### config.mk
export PLATFORM = sky130hd
export DESIGN_NAME = fetch_line_splitter
export DESIGN_NICKNAME = d
export VERILOG_FILES = /design/src/rtl/fetch_line_splitter.sv
export SDC_FILE = /design/constraint.sdc
export NUM_CORES = 1
export LEC_CHECK = 0
export CAP_MARGIN = 15
export CELL_PAD_IN_SITES_DETAIL_PLACEMENT = 1
export CELL_PAD_IN_SITES_GLOBAL_PLACEMENT = 2
export CORE_MARGIN = 5
export CORE_UTILIZATION = 30
export CTS_BUF_LIST = sky130_fd_sc_hd__clkbuf_16
export DETAILED_ROUTE_END_ITERATION = 12
export GPL_ROUTABILITY_DRIVEN = 0
export PLACE_DENSITY_LB_ADDON = 0.1
export SYNTH_ARGS = -nofsm -noshare
export SYNTH_HDL_FRONTEND = slang
export SYNTH_SLANG_ARGS = --single-unit
export TNS_END_PERCENT = 5
### constraint.sdc
create_clock -name clk -period 8.7 [get_ports clk]
set_input_delay 1.74 -clock clk [delete_from_list [all_inputs] [get_ports clk]]
set_output_delay 1.74 -clock clk [all_outputs]
set_load 0.01 [all_outputs]
### src/rtl/fetch_line_splitter.sv
// Fetch line splitter: queues cache lines and issues one 32-bit instruction per cycle.
// Optional macro FETCH_LINE_BYPASS_EN: a line accepted on an empty queue issues next cycle.
module fetch_line_splitter #(
    parameter int XLEN     = 32,
    parameter int CL_SIZE  = 128,
    parameter int Q_LENGTH = 4
) (
    input  logic               clk,
    input  logic               rst,
    input  logic               line_valid_in,
    input  logic [CL_SIZE-1:0] line_data_in,
    input  logic [XLEN-1:0]    line_pc_in,
    output logic               line_ready_out,
    input  logic               redirect_in,
    input  logic               stall_in,
    output logic [XLEN-1:0]    pc_out,
    output logic               valid_instr_out,
    output logic [XLEN-1:0]    instr_out,
    output logic               halted_out
);
    localparam int W      = CL_SIZE / 32;
    localparam int SLOT_W = $clog2(W);
    localparam int QP_W   = $clog2(Q_LENGTH);
    localparam int CNT_W  = QP_W + 1;
    localparam int HI_W   = XLEN - SLOT_W - 2;
    localparam logic [31:0] HALT_WORD = 32'hDEAD_BEEF;

    logic [CL_SIZE-1:0] r_q_data  [Q_LENGTH];
    logic [HI_W-1:0]    r_q_hi    [Q_LENGTH];
    logic [SLOT_W-1:0]  r_q_start [Q_LENGTH];
    logic [QP_W-1:0]    r_wr_ptr, r_rd_ptr;
    logic [CNT_W-1:0]   r_count;
    logic [SLOT_W-1:0]  r_slot;
    logic               r_halted;
    logic               r_vld_p1;
    logic [XLEN-1:0]    r_pc_p1, r_instr_p1;

    logic [SLOT_W-1:0]  w_start_in;
    logic [QP_W-1:0]    w_rd_nxt;
    logic [31:0]        w_head_word, w_out_word;
    logic [HI_W-1:0]    w_out_hi;
    logic [SLOT_W-1:0]  w_out_slot;
    logic               w_empty, w_push, w_enq, w_load, w_pop, w_byp, w_issue;
    logic               w_unused_pc_lsb;

    assign w_unused_pc_lsb = &{1'b0, line_pc_in[1:0]};
    assign w_start_in      = line_pc_in[SLOT_W+1:2];
    assign w_rd_nxt        = r_rd_ptr + QP_W'(1);
    assign w_empty         = (r_count == '0);
    assign line_ready_out  = (r_count < CNT_W'(Q_LENGTH));
    assign w_head_word     = r_q_data[r_rd_ptr][{r_slot, 5'd0} +: 32];

    assign w_push = line_valid_in && line_ready_out && !redirect_in && !r_halted;
    assign w_load = !stall_in && !w_empty && !r_halted && !redirect_in;
    assign w_pop  = w_load && (&r_slot);

`ifdef FETCH_LINE_BYPASS_EN
    // Empty queue: issue straight from the incoming line; a line whose only slot is issued is not kept.
    assign w_byp      = w_push && w_empty && !stall_in;
    assign w_enq      = w_push && !(w_byp && (&w_start_in));
    assign w_out_word = w_byp ? line_data_in[{w_start_in, 5'd0} +: 32] : w_head_word;
    assign w_out_hi   = w_byp ? line_pc_in[XLEN-1:SLOT_W+2] : r_q_hi[r_rd_ptr];
    assign w_out_slot = w_byp ? w_start_in : r_slot;
`else
    assign w_byp      = 1'b0;
    assign w_enq      = w_push;
    assign w_out_word = w_head_word;
    assign w_out_hi   = r_q_hi[r_rd_ptr];
    assign w_out_slot = r_slot;
`endif
    assign w_issue = w_load || w_byp;

    // Stage p0: line queue and slot pointer
    always_ff @(posedge clk) begin
        if (w_enq) begin
            r_q_data[r_wr_ptr]  <= line_data_in;
            r_q_hi[r_wr_ptr]    <= line_pc_in[XLEN-1:SLOT_W+2];
            r_q_start[r_wr_ptr] <= w_start_in;
        end
    end

    always_ff @(posedge clk) begin
        if (rst || redirect_in) begin
            r_wr_ptr <= '0;
            r_rd_ptr <= '0;
            r_count  <= '0;
            r_slot   <= '0;
        end else begin
            if (w_enq) r_wr_ptr <= r_wr_ptr + QP_W'(1);
            if (w_pop) r_rd_ptr <= w_rd_nxt;
            if (w_enq && !w_pop)      r_count <= r_count + CNT_W'(1);
            else if (!w_enq && w_pop) r_count <= r_count - CNT_W'(1);
            // On pop with a single entry the incoming line (if any) becomes the new head.
            if (w_pop)
                r_slot <= (r_count > CNT_W'(1)) ? r_q_start[w_rd_nxt] : w_start_in;
            else if (w_byp)
                r_slot <= w_start_in + SLOT_W'(1);
            else if (w_load)
                r_slot <= r_slot + SLOT_W'(1);
            else if (w_push && w_empty)
                r_slot <= w_start_in;
        end
    end

    // Stage p1: output register and halt flag
    always_ff @(posedge clk) begin
        if (rst) begin
            r_vld_p1   <= 1'b0;
            r_pc_p1    <= '0;
            r_instr_p1 <= '0;
            r_halted   <= 1'b0;
        end else if (redirect_in) begin
            r_vld_p1 <= 1'b0;
            r_halted <= 1'b0;
        end else if (!stall_in) begin
            r_vld_p1 <= w_issue;
            if (w_issue) begin
                r_pc_p1    <= {w_out_hi, w_out_slot, 2'b00};
                r_instr_p1 <= XLEN'(w_out_word);
                if (w_out_word == HALT_WORD) r_halted <= 1'b1;
            end
        end
    end

    assign pc_out          = r_pc_p1;
    assign instr_out       = r_instr_p1;
    assign valid_instr_out = r_vld_p1;
    assign halted_out      = r_halted;

endmodule

==> results.json <==
{
  "grt_max_degree": 100,
  "drtPass1Iterations": 4,
  "ctsHoldBuffers": 0,
  "grtUsageTotal_pct": 14.7,
  "hpwl_um": 41200,
  "final-hold-violation-count": 0,
  "wl_per_cell_um": 25.1,
  "core_area_um2": 87000,
  "post-cts-setup-buffers": 0,
  "layout.nets": 1744,
  "grt_pass1_wl_um": 102000,
  "drtAntennaViolNets": 0,
  "antenna_found_initial": 12,
  "cts_root_buffer": "clkbuf_16",
  "drive_gt1_share_pct": 18.7,
  "tritoncts": "yes",
  "power_mw": 7.28,
  "via_count": 13100,
  "vias_per_cell": 4.70,
  "ys_seq_area_share_pct": 77.7,
  "rows": 108,
  "power_density_nw_per_um2": 224,
  "drv_cap": 0,
  "ys_seq_elements": 707,
  "drc_errors": 0,
  "clock_latency_ns": 0.61,
  "ir_drop_mv": 0.121,
  "ys_types": 36,
  "worst_setup_path_end_kind": "register",
  "h-tree-depth": 3,
  "pin_count": 232,
  "grt-ovfl-total": 0,
  "hp-class": "reg2reg",
  "max-slew-margin-rel_pct": 38.4,
  "clock.fmax_mhz": 238,
  "ys_warn_count": 0,
  "power_leakage_nw": 10.0,
  "clk_path_buf_depth": 3,
  "finalMaxSlewViolations": 0,
  "synthCells": 1309,
  "arrival_ns": 4.42,
  "die_y_um": 306,
  "drt_iter0_markers": 657,
  "skew_ns": 0.0168,
  "io_buffers": 227,
  "setup_violations": 0,
  "clock_sinks": 707,
  "grt_pass1_vias": 14400,
  "min_period_ns": 4.20,
  "crit_type": "in2reg",
  "clkTransAtPathRegs_ns": 0.06,
  "required_ns": 8.92,
  "cp-start-kind": "input pin",
  "rsz0062_at_grt": "false",
  "fp.dieW_um": 306,
  "worst_pin_slew_ns": 0.924,
  "tns_ns": 0,
  "status": "finished clean",
  "cts_resized": 0,
  "place_area_um2": 30000,
  "die_area_um2": 93900,
  "synthesis.area_um2": 26400,
  "cts_made_buffers": 80,
  "worstPathMaxFanout": 52,
  "syn2layout_area_growth_pct": 23.3,
  "postSynthAreaPerCell_um2": 20.1,
  "design_area_um2": 32500,
  "timing.final.crit_share_pct": 48.3,
  "wl_um": 70000,
  "start_util_pct": 30.3
}
## synthesized netlist by cell type, drive strengths merged
master  number  share of area (%)
xor2         4               0.13
ha          10               0.47
nor4b        1              0.057
nand3b       2              0.057
dfxtp       75                5.7
mux2i        5               0.19
edfxtp     632                 72
o221ai       2              0.066
a31oi        1              0.024
conb         1              0.014
nor2b        3              0.071
nand4        7               0.17
clkbuf      40               0.57
nor3b        1              0.028
or3          1              0.024
xnor2        1              0.033
inv          6              0.085
mux2         1              0.043
nor2        34               0.48
nand3        3              0.057
nand2      140                2.0
a22o        14               0.47
or4          1              0.028
buf         35               0.90
and2         5               0.12
o21ai        3              0.057
a21oi       69                1.3
o22ai        2              0.047
nor4         4              0.095
a22oi       48                1.4
o31a         1              0.033
or2          1              0.024
mux4       156                 13
## final timing paths
check,from,to,slack (ns),cells after the start
min,pc_out[28],pc_out[28],0.45,2
min reg2reg,pc_out[28],pc_out[28],0.45,2
max,redirect_in,r_q_data[3][33],4.50,5
max reg2reg,register,halted_out,4.64,8
## kinds of logic (layout without fill, tap and decap cells)
| family | Yosys count | count (layout) | share of synthesized area, % |
|---|---|---|---|
| mux | 162 | 162 | 13.6 |
| other cells | 1 | 9 | 0.0142 |
| xor+xnor | 5 | 5 | 0.166 |
| flops | 707 | 707 | 77.7 |
| simple gates | 203 | 203 | 3.20 |
| compound gates | 140 | 140 | 3.37 |
| buf+inv | 81 | 404 | 1.55 |
| fa+ha+maj | 10 | 10 | 0.474 |
## sequential cells by signal, indices dropped and copies added, names as in the netlist, named ones only
register	count
halted_out	1
r_rd_ptr	2
r_q_start	8
r_slot	2
r_q_data	512
r_q_hi	112
valid_instr_out	1
instr_out	32
r_count	3
pc_out	30
r_wr_ptr	2
## critical path: stages
cell,delay (ns)
clkdlybuf4s50_1,0.55
nor4b_2,0.28
buf_4,0.23
and2_4,0.73
buf_4,0.79
## report_power, final
part	switching, mW	internal [mW]	leakage (nW)
sequential	0.0166	3.75	6.35
clock	1.31	1.91	1.32
combinational	0.162	0.131	2.39
## per-stage QoR
step | std cells | setup WS (ns) | utilization (%) | hold slack, ns
after floorplan | 1310 | 2.23 | - | 0.481
after detailed placement | 2642 | 3.77 | 34.5 | 0.449
final | 2795 | 4.50 | 37.4 | 0.454
after global placement | 2642 | 3.78 | 34.5 | 0.443
after global routing | 2788 | 4.34 | 37.4 | 0.483
after CTS | 2788 | 4.42 | 37.4 | 0.457
## layout make-up
cell class	instances	area, um^2
tap	1155	1450
antenna	7	17.5
timing repair buffer	252	2500
multi-input combinational	522	5530
clock buffer	82	2050
clock inverter	64	468
sequential	707	20500
fill	8499	54500
inverter	6	22.5
## cell usage in the layout (no fill, tap or decap), drive strengths merged, types with 5 or more instances in the layout
master,instances
clkinv,34
clkbuf,82
dfxtp,75
a22o,14
buf,26
nand2,140
mux4,156
ha,10
nand4,7
diode,7
mux2i,5
clkdlybuf4s50,226
a21oi,69
edfxtp,632
inv,28
and2,5
bufinv,7
nor2,34
a22oi,48
## per-layer routing
metal	GRT usage (%)	wire length, um	part of all wire, %	vias to the layer above
li1	-	-	-	5840
met1	20.2	31500	45	6908
met2	24.0	33800	48	293
met3	3.42	3510	5.0	91
met4	3.43	1110	1.6	12
met5	0	82	0.12	-
(Power assumes the default switching activity.)
